**config.mk**
```make
export PLATFORM = sky130hd
export DESIGN_NAME = adc_capture_ctrl
export DESIGN_NICKNAME = d
export VERILOG_FILES = /design/src/rtl/adc_capture_pkg.sv /design/src/rtl/adc_sync_fifo.sv /design/src/rtl/adc_capture_ctrl.sv
export SDC_FILE = /design/constraint.sdc
export NUM_CORES = 1
export LEC_CHECK = 0
export ABC_AREA = 0
export ABC_CLOCK_PERIOD_IN_PS = 6100
export BUFFER_PORTS_ARGS = -buffer_cell sky130_fd_sc_hd__buf_2
export CAP_MARGIN = 20
export CORE_MARGIN = 1
export CORE_UTILIZATION = 46
export DETAILED_ROUTE_END_ITERATION = 10
export GPL_ROUTABILITY_DRIVEN = 0
export HOLD_SLACK_MARGIN = 0.08
export PLACE_DENSITY = 0.67
export SYNTH_ARGS = -nofsm -noshare
export SYNTH_HDL_FRONTEND = slang
export SYNTH_SLANG_ARGS = --single-unit
```
**constraint.sdc**
```tcl
create_clock -name CLK -period 6.1 [get_ports CLK]
set_input_delay 1.22 -clock CLK [delete_from_list [all_inputs] [get_ports CLK]]
set_output_delay 1.22 -clock CLK [all_outputs]
set_load 0.02 [all_outputs]
```
**src/rtl/adc_capture_pkg.sv**
```systemverilog
// Shared definitions for the ADC capture controller.
//  - FSM state encodings (OFF / WAKE / FLUSH / RUN)
//  - clog2 helper used to size counters and pointers
package adc_capture_pkg;

    localparam logic [1:0] ST_OFF   = 2'd0;
    localparam logic [1:0] ST_WAKE  = 2'd1;
    localparam logic [1:0] ST_FLUSH = 2'd2;
    localparam logic [1:0] ST_RUN   = 2'd3;

    // Ceiling log2, never less than 1 so the result is always a usable width.
    function automatic int unsigned clog2(input int unsigned value);
        int unsigned r;
        r = 0;
        for (int i = 0; i < 32; i++) begin
            if ((32'd1 << i) < value) begin
                r = 32'(i + 1);
            end
        end
        if (r == 0) begin
            r = 1;
        end
        return r;
    endfunction

endpackage

```
**src/rtl/adc_sync_fifo.sv**
```systemverilog
// Single-clock first-word-fall-through FIFO.
// Ports:
//  clk, rst        clock, asynchronous active-high reset
//  push, push_data write request and data (accepted if not full or popping)
//  pop             read request (ignored when empty)
//  pop_data        word at the head of the FIFO
//  full, empty     registered status flags
module adc_sync_fifo
    import adc_capture_pkg::*;
#(
    parameter int unsigned W     = 8,
    parameter int unsigned DEPTH = 16
) (
    input  logic         clk,
    input  logic         rst,
    input  logic         push,
    input  logic [W-1:0] push_data,
    input  logic         pop,
    output logic [W-1:0] pop_data,
    output logic         full,
    output logic         empty
);

    localparam int unsigned AW = clog2(DEPTH);
    localparam int unsigned CW = clog2(DEPTH + 1);

    logic [W-1:0]  mem [DEPTH];
    logic [AW-1:0] wr_ptr;
    logic [AW-1:0] rd_ptr;
    logic [CW-1:0] count;
    logic [CW-1:0] count_nxt;
    logic          push_ok;
    logic          pop_ok;

    // A full FIFO still takes a push when the head leaves in the same cycle.
    always_comb begin
        push_ok   = push && (!full || pop);
        pop_ok    = pop && !empty;
        count_nxt = count;
        case ({push_ok, pop_ok})
            2'b10:   count_nxt = count + CW'(1);
            2'b01:   count_nxt = count - CW'(1);
            default: count_nxt = count;
        endcase
    end

    always_ff @(posedge clk or posedge rst) begin
        if (rst) begin
            wr_ptr <= '0;
            rd_ptr <= '0;
            count  <= '0;
            empty  <= 1'b1;
            full   <= 1'b0;
            for (int i = 0; i < int'(DEPTH); i++) begin
                mem[i] <= '0;
            end
        end else begin
            if (push_ok) begin
                mem[wr_ptr] <= push_data;
                wr_ptr      <= wr_ptr + AW'(1);
            end
            if (pop_ok) begin
                rd_ptr <= rd_ptr + AW'(1);
            end
            count <= count_nxt;
            empty <= (count_nxt == '0);
            full  <= (count_nxt == CW'(DEPTH));
        end
    end

    assign pop_data = mem[rd_ptr];

endmodule

```
**src/rtl/adc_capture_ctrl.sv**
```systemverilog
// AD9283-class ADC front end: clock divider, power sequencing, pipeline
// flush, optional 2^AVG_LOG2 averaging and an output FIFO on a valid/ready
// stream. All logic is in the CLK domain.
// Ports:
//  CLK, RST     system clock, asynchronous active-high reset
//  EN           1 = capture, 0 = power ADC down
//  ADC_CLK      ADC sample clock (CLK / (2*CLK_DIV))
//  ADC_PWR      ADC power-down pin, 1 = powered down
//  ADC_Din      ADC output bus
//  DOUT         result at FIFO head; DOUT_VALID = FIFO non-empty
//  DOUT_READY   consumer accepts DOUT
//  OVERFLOW     sticky drop flag, cleared by CLR_OVF (a drop wins)
//  RUNNING      FSM is in RUN
module adc_capture_ctrl
    import adc_capture_pkg::*;
#(
    parameter int unsigned DATA_W     = 8,
    parameter int unsigned CLK_DIV    = 4,
    parameter int unsigned PWRUP_CYC  = 1024,
    parameter int unsigned PIPE_LAT   = 4,
    parameter int unsigned AVG_LOG2   = 0,
    parameter int unsigned FIFO_DEPTH = 16
) (
    input  logic              CLK,
    input  logic              RST,
    input  logic              EN,
    output logic              ADC_CLK,
    output logic              ADC_PWR,
    input  logic [DATA_W-1:0] ADC_Din,
    output logic [DATA_W-1:0] DOUT,
    output logic              DOUT_VALID,
    input  logic              DOUT_READY,
    output logic              OVERFLOW,
    input  logic              CLR_OVF,
    output logic              RUNNING
);

    localparam int unsigned DIV_W = clog2(CLK_DIV);
    localparam int unsigned SET_W = clog2(PWRUP_CYC);
    localparam int unsigned FL_W  = clog2(PIPE_LAT + 1);
    localparam int unsigned ACC_W = DATA_W + AVG_LOG2;
    localparam int unsigned AVG_W = (AVG_LOG2 > 0) ? AVG_LOG2 : 1;

    localparam logic [DIV_W-1:0] DIV_LAST = DIV_W'(CLK_DIV - 1);
    localparam logic [SET_W-1:0] SET_LAST = SET_W'(PWRUP_CYC - 1);
    localparam logic [FL_W-1:0]  FL_LAST  = FL_W'((PIPE_LAT > 0) ? PIPE_LAT - 1 : 0);
    localparam logic [AVG_W-1:0] AVG_LAST = AVG_W'((1 << AVG_LOG2) - 1);

    logic [1:0]        state;
    logic [1:0]        state_nxt;
    logic [DIV_W-1:0]  div_cnt;
    logic              tc;
    logic              strobe;
    logic [DATA_W-1:0] din_s;
    logic              sample_v;
    logic [SET_W-1:0]  settle_cnt;
    logic [FL_W-1:0]   flush_cnt;
    logic [ACC_W-1:0]  acc;
    logic [ACC_W-1:0]  acc_sum;
    logic [AVG_W-1:0]  avg_cnt;
    logic [DATA_W-1:0] res_data;
    logic              res_push;
    logic              fifo_full;
    logic              fifo_empty;
    logic              pop;
    logic              drop;

    // State register.
    always_ff @(posedge CLK or posedge RST) begin
        if (RST) begin
            state <= ST_OFF;
        end else begin
            state <= state_nxt;
        end
    end

    // Next-state logic; EN low overrides everything.
    always_comb begin
        state_nxt = state;
        case (state)
            ST_OFF: begin
                if (EN) begin
                    state_nxt = ST_WAKE;
                end
            end
            ST_WAKE: begin
                if (settle_cnt == SET_LAST) begin
                    state_nxt = (PIPE_LAT == 0) ? ST_RUN : ST_FLUSH;
                end
            end
            ST_FLUSH: begin
                if (sample_v && (flush_cnt == FL_LAST)) begin
                    state_nxt = ST_RUN;
                end
            end
            ST_RUN:  state_nxt = ST_RUN;
            default: state_nxt = ST_OFF;
        endcase
        if (!EN) begin
            state_nxt = ST_OFF;
        end
    end

    // Status outputs follow the state being entered.
    always_ff @(posedge CLK or posedge RST) begin
        if (RST) begin
            ADC_PWR <= 1'b1;
            RUNNING <= 1'b0;
        end else begin
            ADC_PWR <= (state_nxt == ST_OFF);
            RUNNING <= (state_nxt == ST_RUN);
        end
    end

    // Strobe marks the CLK edge on which ADC_CLK falls.
    assign tc     = (div_cnt == DIV_LAST);
    assign strobe = (state != ST_OFF) && tc && ADC_CLK;

    // ADC clock divider; held low while OFF or entering OFF.
    always_ff @(posedge CLK or posedge RST) begin
        if (RST) begin
            div_cnt <= '0;
            ADC_CLK <= 1'b0;
        end else if (state_nxt == ST_OFF) begin
            div_cnt <= '0;
            ADC_CLK <= 1'b0;
        end else if (state != ST_OFF) begin
            if (tc) begin
                div_cnt <= '0;
                ADC_CLK <= ~ADC_CLK;
            end else begin
                div_cnt <= div_cnt + DIV_W'(1);
            end
        end
    end

    // Capture on ADC_CLK fall; sample_v presents it to FLUSH/RUN one edge later.
    always_ff @(posedge CLK or posedge RST) begin
        if (RST) begin
            din_s    <= '0;
            sample_v <= 1'b0;
        end else begin
            if (strobe) begin
                din_s <= ADC_Din;
            end
            sample_v <= strobe && (state_nxt != ST_OFF);
        end
    end

    // Power-up settle and pipeline flush counters.
    always_ff @(posedge CLK or posedge RST) begin
        if (RST) begin
            settle_cnt <= '0;
            flush_cnt  <= '0;
        end else begin
            if ((state == ST_WAKE) && (state_nxt == ST_WAKE)) begin
                settle_cnt <= settle_cnt + SET_W'(1);
            end else begin
                settle_cnt <= '0;
            end
            if (state_nxt != ST_FLUSH) begin
                flush_cnt <= '0;
            end else if ((state == ST_FLUSH) && sample_v) begin
                flush_cnt <= flush_cnt + FL_W'(1);
            end
        end
    end

    // Accumulator; the final sample of a group is included in the pushed sum.
    assign acc_sum = acc + ACC_W'(din_s);

    always_ff @(posedge CLK or posedge RST) begin
        if (RST) begin
            acc      <= '0;
            avg_cnt  <= '0;
            res_data <= '0;
            res_push <= 1'b0;
        end else begin
            res_push <= 1'b0;
            if (state_nxt != ST_RUN) begin
                acc     <= '0;
                avg_cnt <= '0;
            end else if ((state == ST_RUN) && sample_v) begin
                if (avg_cnt == AVG_LAST) begin
                    res_data <= DATA_W'(acc_sum >> AVG_LOG2);
                    res_push <= 1'b1;
                    acc      <= '0;
                    avg_cnt  <= '0;
                end else begin
                    acc     <= acc_sum;
                    avg_cnt <= avg_cnt + AVG_W'(1);
                end
            end
        end
    end

    assign pop        = DOUT_VALID && DOUT_READY;
    assign DOUT_VALID = !fifo_empty;
    assign drop       = res_push && fifo_full && !pop;

    adc_sync_fifo #(
        .W     (DATA_W),
        .DEPTH (FIFO_DEPTH)
    ) u_fifo (
        .clk       (CLK),
        .rst       (RST),
        .push      (res_push),
        .push_data (res_data),
        .pop       (pop),
        .pop_data  (DOUT),
        .full      (fifo_full),
        .empty     (fifo_empty)
    );

    // Sticky overflow; a drop in the same cycle as CLR_OVF keeps it set.
    always_ff @(posedge CLK or posedge RST) begin
        if (RST) begin
            OVERFLOW <= 1'b0;
        end else if (drop) begin
            OVERFLOW <= 1'b1;
        end else if (CLR_OVF) begin
            OVERFLOW <= 1'b0;
        end
    end

endmodule

```
==> results of run 1 <==
-- cell usage after synthesis (all sizes together) --
library cell  instances
o21ai                10
o21a                  1
mux2i                 1
nor3                  2
o211ai                1
nand3                17
or4b                  1
clkbuf               15
inv                  10
xnor2                11
buf                  15
and3                  2
nand4bb               1
and4                  2
nor2                 24
clkinv                1
and3b                 1
mux4                 40
ha                   13
a211oi                1
a311o                 1
nand4b                2
mux2                137
a21boi                1
nand4                 8
a32oi                 1
a31o                  1
dfstp                 2
nor2b                 4
or3                   3
a21oi                 8
xor2                  9
dfrtp               180
nand2                45
-- sequential cells by signal (all words and copies together) (netlist names) --
| register | count |
|---|---|
| OVERFLOW | 1 |
| u_fifo.count | 5 |
| state | 2 |
| RUNNING | 1 |
| u_fifo.empty | 1 |
| ADC_PWR | 1 |
| res_data | 8 |
| sample_v | 1 |
| flush_cnt | 3 |
| u_fifo.rd_ptr | 4 |
| settle_cnt | 10 |
| u_fifo.wr_ptr | 4 |
| res_push | 1 |
| u_fifo.full | 1 |
| din_s | 8 |
| u_fifo.mem | 128 |
| div_cnt | 2 |
| ADC_CLK | 1 |
-- stage by stage --
stage | utilization, % | setup WS, ns | cell area [µm²] | std cells
floorplan | - | 2.55 | 8220 | 571
global placement | 49.1 | 2.50 | 8530 | 794
detailed placement | 49.1 | 2.44 | 8530 | 794
CTS | 52.9 | 1.96 | 9190 | 826
global route | 52.9 | 1.87 | 9190 | 826
finish | 52.9 | 2.05 | 9190 | 826
-- final timing paths --
| check | from | to | slack [ns] |
|---|---|---|---|
| worst min-delay path | din_s[5] | res_data[5] | 0.46 |
| worst max-delay path | u_fifo.rd_ptr[0] | DOUT[5] | 2.05 |
| worst min register to register | din_s[5] | res_data[5] | 0.46 |
| max in group asynchronous | RST | u_fifo.rd_ptr[1] | 4.31 |
| min in group asynchronous | RST | u_fifo.mem[125] | 1.06 |
| worst max register to register | u_fifo.empty | u_fifo.full | 3.28 |
-- power breakdown --
| group | switching (mW) | total [mW] | internal, mW |
|---|---|---|---|
| registers | 0.159 | 1.41 | 1.25 |
| logic | 0.149 | 0.341 | 0.192 |
| clock network | 0.457 | 1.21 | 0.750 |
| total | 0.765 | 2.96 | 2.19 |
-- kinds of logic (layout without fill, tap and decap cells) --
family | after synthesis | in the layout
buffers and inverters | 41 | 71
xor gates and xnor gates | 20 | 20
adders and majority gates | 13 | 13
muxes | 178 | 178
DFF | 182 | 182
and+or+nand+nor | 112 | 112
AOI/OAI and AO/OA | 25 | 25
-- per-layer routing --
metal,vias up,part of all wire (%),track usage [%]
li1,2103,-,-
met1,2430,44,27.1
met2,98,51,33.3
met3,18,4.0,4.68
met4,0,1.6,7.18
met5,-,0,0
-- layout make-up --
class	instances	area share [%]
sequential	182	49.6
multi-input combinational	348	37.9
clock buffer	20	4.97
tap	225	3.06
clock inverter	12	2.17
timing repair buffer	28	1.74
inverter	11	0.490
-- worst min-delay path, stage by stage, from the launching register on --
cell	delay, ns
dfrtp_1	0.34
nand2_1	0.05
nand2_1	0.05
==> reports/metrics.csv, run 1 <==
stage,metric,value,unit
clock_tree,cts.sinks,182,
worst_setup_path,end_kind,primary output,
yosys,muxShareOfSynthArea,29.9,%
sta,clock_skew,0.00778,ns
worst_setup_path,critPathRequiredTime,4.88,ns
global_route,grt_max_degree,183,
worst_setup_path,slowest_delay,0.72,ns
worst_setup_path,worstSetupPathType,reg -> out,
yosys,synth_xor_area_share,2.13,%
detailed_routing,post-route-drc-count,0,
worst_setup_path,critPathBufInv,2,
sta,timing.hold.ws,0.463,ns
sta,finalHoldViolCount,0,
die,die-area,18400,µm²
worst_setup_path,cpMostUsedCell,mux4_2,
clock_tree,insertion_delay,0.42,ns
layout,final_cell_mix,"dfrtp_1 (178), mux2_1 (101), nand2_1 (45), mux4_2 (40), mux2_2 (36)",
layout,ff_latch_area,4560,µm²
sta,rsz0062_at_grt,false,
die,rows,48,
yosys,synth_nets,597,
worst_setup_path,reg2reg_depth,10,
yosys,syn_avg_cell_area,14.4,µm²
clock_tree,cts_inserted_buffers,17,
detailed_routing,wirelength,16.6,mm
clock_tree,post-cts-setup-buffers,0,
worst_setup_path,crit_arrival,2.83,ns
detailed_routing,wl_per_cell,20.1,µm
yosys,ys_seq_elements,182,
die,start_util,47.3,%
min_path,hold_depth,2,
detailed_routing,vias,4649,
clock_tree,cts_tree,yes,
sta,worst_slew_pin_slew,0.976,ns
layout,finalNetCount,614,
yosys,yosysWarnings,0,
yosys,synth_area,8210,µm²
yosys,synth_top_cell_by_area,dfrtp_1,
clock_tree,path_clk_slew,0.07,ns
placed_design,port_buffers,25,
sta,slew_headroom,34.9,%
detailed_routing,drt-pass1-iter-count,4,
layout,drive_above_1_share,24.1,%
yosys,synthCells,571,
detailed_routing,routed_via_density,5.63,
run_status,status,"complete, no violations",
layout,nFillCells,1403,
sta,fin_crit,4.05,ns
yosys,synth-compound-area-share,1.81,%
worst_setup_path,critical-path-top-delay-family,multiplexers,
detailed_routing,ant_nets,0,
power,power_density,322,nW/µm²
layout,synthToLayoutAreaGrowth,11.9,%
clock_tree,cts_buffer_depth,2,
global_route,grt_overflow,0,
clock_tree,clk_root_buffer_cell,clkbuf_16,
yosys,synth_fa_ha_area_share,1.98,%
power,ir_worst_vdd,0.000191,V
power,power,2.96,mW
die,chipWidth,136,µm
flow_run,cap_violations,0,
yosys,ys_types,40,
sta,final_max_slew_viol_count,0,
yosys,netlist_top_cells_area,"dfrtp_1 (55%), mux2_1 (14%), mux4_2 (11%)",
global_route,antenna_found_initial,0,
yosys,synth_top_family_by_area,multiplexers,
layout,layout_commonest_cell,dfrtp_1,
worst_setup_path,start_kind,flop,
sta,finalSetupTns,0,ns
clock_tree,cts_hold_buf,0,
clock_tree,h-tree-depth,4,
power,p_leak,4.51,nW
yosys,yosys.area_share.simple,6.63,%
worst_setup_path,slowest_stage,dfrtp_2,
worst_setup_path,crit_chain,buf_4 > mux4_2 > mux4_2 > buf_2,
sta,setup_violations,0,
detailed_routing,drt_iter0_drc,248,
yosys,synth_top_area_share,54.8,%
worst_setup_path,cp_max_fo,19,
global_route,grt_first_pass_wirelength,27.8,mm
yosys,synth_seq_area_share,55.5,%
layout,antennaDiodeCount,0,
clock_tree,cts_resized,0,
min_path,hp-class,reg -> reg,
die,die_y,136,µm
global_route,track_usage,20.6,%
global_route,first_global_vias,5033,
layout,multi_input_area,3480,µm²
die,boundaryPins,26,
sta,clock.fmax,247,MHz
sta,period_share,66.4,%
die,design.core.area,17400,µm²
placed_design,dp_hpwl,10.4,mm
worst_setup_path,path_depth,4,
(Power assumes the default switching activity.)
==> run 2: changes to the inputs <==
ABC_AREA = 1   (was 0)
ABC_CLOCK_PERIOD_IN_PS = 3800   (was 6100)
PLACE_DENSITY = 0.65   (was 0.67)
clock period = 3.8 ns   (was 6.1 ns; I/O delays follow)
==> run 2 against run 1 <==
Die area rose by 4.3%. Cell area rose by 2.3%. Hold slack improved by 0.00096 ns. Non-clock buffer count rose by 4. Critical endpoint is now DOUT[0]. Largest cell class unchanged.
==> reports/metrics.csv, run 2 <==
stage,metric,value,unit
run_status,status,"complete, no violations",
worst_setup_path,reg2reg_slack,1.51,ns
clock_tree,post-cts-setup-buffers,0,
worst_setup_path,reg2reg_from,u_fifo.empty,
detailed_routing,drt-pass1-iter-count,5,
flow_run,cap_violations,0,
sta,fin_crit,3.06,ns
layout,multi_input_area,3510,µm²
yosys,synth_top_cell_by_area,dfrtp_1,
yosys,synth_nets,988,
yosys,synth.most_common_cell,nand2_1,
placed_design,port_buffers,25,
detailed_routing,routed_via_density,5.41,
worst_setup_path,worstSetupPathType,reg -> out,
placed_design,placed_cell_area,8800,µm²
global_route,antenna_found_initial,0,
worst_setup_path,cp_max_fo,41,
clock_tree,h-tree-depth,4,
detailed_routing,wl_per_cell,16.7,µm
clock_tree,cts_resized,0,
worst_setup_path,path_depth,9,
die,boundaryPins,26,
yosys,syn_avg_cell_area,8.91,µm²
yosys,netlist_top_cells_area,"dfrtp_1 (53%), nand2_1 (9.7%), o21ai_0 (6.6%)",
yosys,synth_top_area_share,52.6,%
die,die_y,138,µm
global_route,grt_max_degree,69,
yosys,synth_edf_count,0,
yosys,synthCells,962,
layout,largest_reg_flops,128,
clock_tree,insertion_delay,0.44,ns
power,power_density,596,nW/µm²
yosys,synthArstFlopShare,100,%
detailed_routing,drt_iter0_drc,727,
sta,clock.fmax,326,MHz
layout,layout_commonest_cell,nand2_1,
layout,postLayoutCoreUtil,52.0,%
worst_setup_path,rr_endpoint,u_fifo.full,
min_path,hp-class,reg -> reg,
worst_setup_path,reg2reg_depth,13,
sta,rsz0062_at_grt,false,
detailed_routing,vias,6513,
layout,drive_above_1_share,12.0,%
die,start_util,47.4,%
worst_setup_path,crit_chain,inv_2 > buf_12 > nor2_1 > nor2_1 > o21ai_0 > o211ai_1 > nand3_1 > nand2_1 > buf_2,
placed_design,post-place-ws,1.18,ns
die,die-area,19200,µm²
worst_setup_path,critPathBufInv,3,
worst_setup_path,setup.worst_path.end,DOUT[0],
die,rows,49,
layout,biggestRegsByFlops,"u_fifo.mem: 128 flops, settle_cnt: 10 flops",
layout,synthToLayoutAreaGrowth,9.68,%
worst_setup_path,slowest_delay,0.41,ns
global_route,track_usage,22.5,%
sta,timing.hold.ws,0.464,ns
die,chipWidth,138,µm
min_path,hold_start,settle_cnt[0],
global_route,first_global_vias,6165,
clock_tree,clk_root_buffer_cell,clkbuf_16,
worst_setup_path,critPathRequiredTime,3.04,ns
sta,worst_slew_pin_slew,0.890,ns
yosys,synthFlopType,dfrtp_1,
layout,finalNetCount,987,
yosys,synth_area,8570,µm²
layout,finish.instance_area,9400,µm²
placed_design,dp_cells,1171,
clock_tree,cts_tree,yes,
worst_setup_path,crit_arrival,2.30,ns
worst_setup_path,start_kind,flop,
die,design.core.area,18100,µm²
sta,finalHoldViolCount,0,
detailed_routing,wirelength,20.1,mm
worst_setup_path,slowest_stage,dfrtp_2,
worst_setup_path,cpMostUsedCell,nor2_1,
worst_setup_path,timing.critical_path.from,u_fifo.rd_ptr[0],
global_route,grt_first_pass_wirelength,33.5,mm
sta,slew_headroom,40.6,%
clock_tree,cts_hold_buf,0,
sta,period_share,80.6,%
yosys,synth_commonest_cells,"nand2_1 (222), dfrtp_1 (180), nor2_1 (120), o21ai_0 (113), o21ai_1 (76)",
layout,nFillCells,1636,
yosys,ys_seq_elements,182,
yosys,synth_seq_area_share,53.2,%
sta,setup_violations,0,
power,p_leak,4.22,nW
layout,stdcell_count,1203,
worst_setup_path,end_kind,primary output,
sta,finalSetupTns,0,ns
worst_setup_path,critical-path-top-delay-family,buffers and inverters,
placed_design,dp_hpwl,12.8,mm
yosys,yosysWarnings,0,
layout,antennaDiodeCount,0,
detailed_routing,post-route-drc-count,0,
global_route,grt_overflow,0,
detailed_routing,ant_nets,0,
layout,regMostFlops,u_fifo.mem,
sta,fin_ws,0.736,ns
layout,final_cell_mix,"nand2_1 (222), dfrtp_1 (178), nor2_1 (120), o21ai_0 (113), o21ai_1 (76)",
layout,ff_latch_area,4560,µm²
sta,final_max_slew_viol_count,0,
power,power,5.61,mW
clock_tree,cts.sinks,182,
yosys,ys_types,36,
power,ir_worst_vdd,0.000331,V
clock_tree,cts_inserted_buffers,17,
clock_tree,path_clk_slew,0.07,ns
clock_tree,cts_buffer_depth,2,
sta,clock_skew,0.0132,ns
-- run 2: changes by cell type after synthesis, sizes merged, moves of 13 or more --
cell and change:
mux2 -137, o211ai +31, nor2 +97, nand4 +13
mux4 -40, nand2 +182, buf +14, inv +37
o21ai +197
-- run 2: worst min-delay path by stage --
stage                     cells after the start  slack (ns)             end
after floorplan                               1        0.43   settle_cnt[0]
after global placement                        1        0.45   settle_cnt[0]
after detailed placement                      1        0.46   settle_cnt[0]
after CTS                                     1        0.47   settle_cnt[0]
after global routing                          2        0.49  u_fifo.mem[42]
final                                         1        0.46   settle_cnt[0]
-- run 2: per-layer routing --
| metal | global-route usage, % | part of all wire, % | wire length, µm | vias up |
|---|---|---|---|---|
| li1 | - | - | - | 3206 |
| met1 | 32.3 | 48 | 9680 | 3132 |
| met2 | 34.8 | 46 | 9310 | 152 |
| met3 | 3.71 | 4.2 | 852 | 23 |
| met4 | 7.10 | 1.4 | 290 | 0 |
| met5 | 0 | 0 | 0 | - |
-- run 2: kinds of logic after synthesis --
group | Yosys count | synth area share, %
buffers and inverters | 103 | 5.88
adder cells (fa/ha/maj) | 13 | 1.90
AO/OA/AOI/OAI | 248 | 16.2
AND/OR/NAND/NOR | 403 | 21.5
XOR/XNOR | 13 | 1.33
flip-flops | 182 | 53.2
-- run 2: power breakdown --
part / switching (mW) / internal, mW / leakage [nW] / total [mW]
combinational: 1.16 / 0.539 / 1.49 / 1.70
sequential: 0.108 / 2.01 / 2.45 / 2.11
clock: 0.778 / 1.02 / 0.278 / 1.79
-- run 2: area by class of cell --
type,instances,area share (%)
Clock inverter,12,1.53
Tap cell,229,3.05
Sequential cell,182,48.5
Multi-Input combinational cell,677,37.3
Clock buffer,20,4.86
Inverter,51,2.30
Timing Repair Buffer,32,2.42
==> run 3: changes to the inputs <==
ABC_AREA = 0   (was 1)
ABC_CLOCK_PERIOD_IN_PS = 3000   (was 3800)
clock period = 3 ns   (was 3.8 ns; I/O delays follow)
==> run 3 against run 2 <==
Critical path depth shrank 5. Cell count decreased by 31%. Clock-buffer cell count shrank 3. First-iteration DRC count down 71%. Die area shrank 4.1%. Total power up 5.7%. Clock skew down 0.00085 ns. Setup slack worse by 0.64 ns. Cell area shrank 2.0%. Flip-flop and latch count unchanged. Sequential power is 28% higher. Largest cell class unchanged.
==> reports/metrics.csv, run 3 (same netlist as run 1, synthesis figures left out) <==
stage,metric,value,unit
run_status,status,"complete, no violations",
sta,rsz0062_at_grt,false,
sta,timing.hold.ws,0.273,ns
power,p_leak,4.52,nW
layout,regMostFlops,u_fifo.mem,
power,power,5.93,mW
worst_setup_path,critPathBufInv,2,
worst_setup_path,slowest_stage,mux4_2,
worst_setup_path,timing.critical_path.from,u_fifo.rd_ptr[1],
detailed_routing,routed_via_density,5.58,
layout,synthToLayoutAreaGrowth,12.2,%
detailed_routing,drt-pass1-iter-count,4,
global_route,first_global_vias,4970,
flow_run,cap_violations,0,
sta,finalSetupTns,0,ns
worst_setup_path,cp_max_fo,35,
power,power_density,643,nW/µm²
die,design.core.area,17400,µm²
worst_setup_path,end_kind,primary output,
placed_design,placed_cell_area,8600,µm²
die,chipWidth,136,µm
global_route,track_usage,19.2,%
detailed_routing,wl_per_cell,18.7,µm
detailed_routing,ant_nets,0,
worst_setup_path,crit_arrival,2.31,ns
sta,final_max_slew_viol_count,0,
global_route,antenna_found_initial,0,
die,boundaryPins,26,
global_route,grt_overflow,0,
sta,setup_violations,0,
layout,final_cell_mix,"dfrtp_1 (179), mux2_1 (101), nand2_1 (45), mux4_2 (40), mux2_2 (36)",
min_path,hp-class,in -> async,
clock_tree,h-tree-depth,4,
sta,worst_slew_pin_slew,0.825,ns
clock_tree,cts_tree,yes,
global_route,grt_first_pass_wirelength,26.7,mm
sta,slew_headroom,44.8,%
sta,clock_skew,0.0124,ns
clock_tree,cts_buffer_depth,2,
clock_tree,cts.sinks,182,
worst_setup_path,cpMostUsedCell,mux4_2,
sta,period_share,96.8,%
placed_design,dp_hpwl,10.5,mm
power,ir_worst_vdd,0.000425,V
layout,finish.instance_area,9210,µm²
layout,nFillCells,1406,
die,rows,48,
sta,fin_crit,2.91,ns
clock_tree,insertion_delay,0.44,ns
sta,clock.fmax,344,MHz
die,die_y,136,µm
layout,layout_commonest_cell,dfrtp_1,
clock_tree,cts_inserted_buffers,17,
worst_setup_path,start_kind,flop,
worst_setup_path,reg2reg_from,u_fifo.empty,
sta,finalHoldViolCount,0,
layout,antennaDiodeCount,0,
worst_setup_path,critical-path-top-delay-family,multiplexers,
worst_setup_path,crit_chain,buf_12 > mux4_2 > mux4_2 > buf_2,
detailed_routing,drt_iter0_drc,209,
detailed_routing,vias,4630,
layout,drive_above_1_share,24.6,%
placed_design,port_buffers,25,
layout,finalNetCount,618,
worst_setup_path,slowest_delay,0.55,ns
layout,largest_reg_flops,128,
clock_tree,path_clk_slew,0.07,ns
global_route,grt_max_degree,125,
detailed_routing,wirelength,15.5,mm
clock_tree,cts_hold_buf,0,
worst_setup_path,worstSetupPathType,reg -> out,
layout,postLayoutCoreUtil,53.1,%
clock_tree,clk_root_buffer_cell,clkbuf_16,
die,die-area,18400,µm²
worst_setup_path,critPathRequiredTime,2.40,ns
layout,biggestRegsByFlops,"u_fifo.mem: 128 flops, settle_cnt: 10 flops",
die,start_util,47.3,%
detailed_routing,post-route-drc-count,0,
## run 3: changes by cell type in the layout (fill, tap and decap cells not counted), moves of 8 or more
| cell | change |
|---|---|
| o21ai_0 | -104 |
| o21ai_1 | -75 |
| inv_1 | -32 |
| o211ai_1 | -31 |
| mux2_1 | +101 |
| nor2_1 | -96 |
| mux2_2 | +36 |
| nand2_1 | -177 |
| xnor2_1 | +8 |
| o21ai_2 | -18 |
| mux4_2 | +40 |
| nand4_4 | -9 |
## run 3: layout make-up
type	instances	area (µm²)	share of cell area (%)
inverter	11	45.0	0.489
timing repair buffer	32	235	2.55
sequential	182	4560	49.5
tap	225	282	3.06
clock inverter	15	181	1.97
multi-input combinational	348	3480	37.8
clock buffer	17	425	4.62
## run 3: metal layers
| layer | part of all wire (%) | global-route usage [%] |
|---|---|---|
| met5 | 0 | 0 |
| met4 | 0.90 | 5.24 |
| met3 | 2.3 | 4.68 |
| met2 | 50 | 31.1 |
| met1 | 47 | 25.7 |
## run 3: power breakdown
group          internal (mW)  switching (mW)  total [mW]
combinational          0.450           0.473       0.922
sequential              2.54           0.160        2.70
clock                   1.27            1.03        2.30
total                   4.26            1.67        5.93
## run 3: path summary, 6_finish.rpt
| path | to | cells past startpoint | slack, ns |
|---|---|---|---|
| setup / recovery | DOUT[5] | 4 | 0.09 |
| hold / removal | u_fifo.mem[81] | 3 | 0.27 |
| setup reg to reg | u_fifo.full | 9 | 0.40 |
| hold reg to reg | res_data[6] | 2 | 0.47 |
| max in group asynchronous | settle_cnt[2] | 3 | 2.11 |
| min in group CLK | OVERFLOW | 2 | 0.36 |
## run 3: per-stage QoR
step                setup slack, ns  instances
floorplan                    0.0651        571
global placement              0.272        798
detailed placement            0.188        798
CTS                          0.0609        830
global route                 0.0234        830
finish                       0.0946        830
## run 3: tightest hold or removal path, stage by stage
cell and delay, ns:
buf_2 0.11, clkinvlp_4 0.10, buf_12 0.28
## run 3: timing repair
item                       CTS  global route
resized for setup            1             1
setup buffers                0             0
setup endpoints to repair    7             1
pin swaps                    0             0
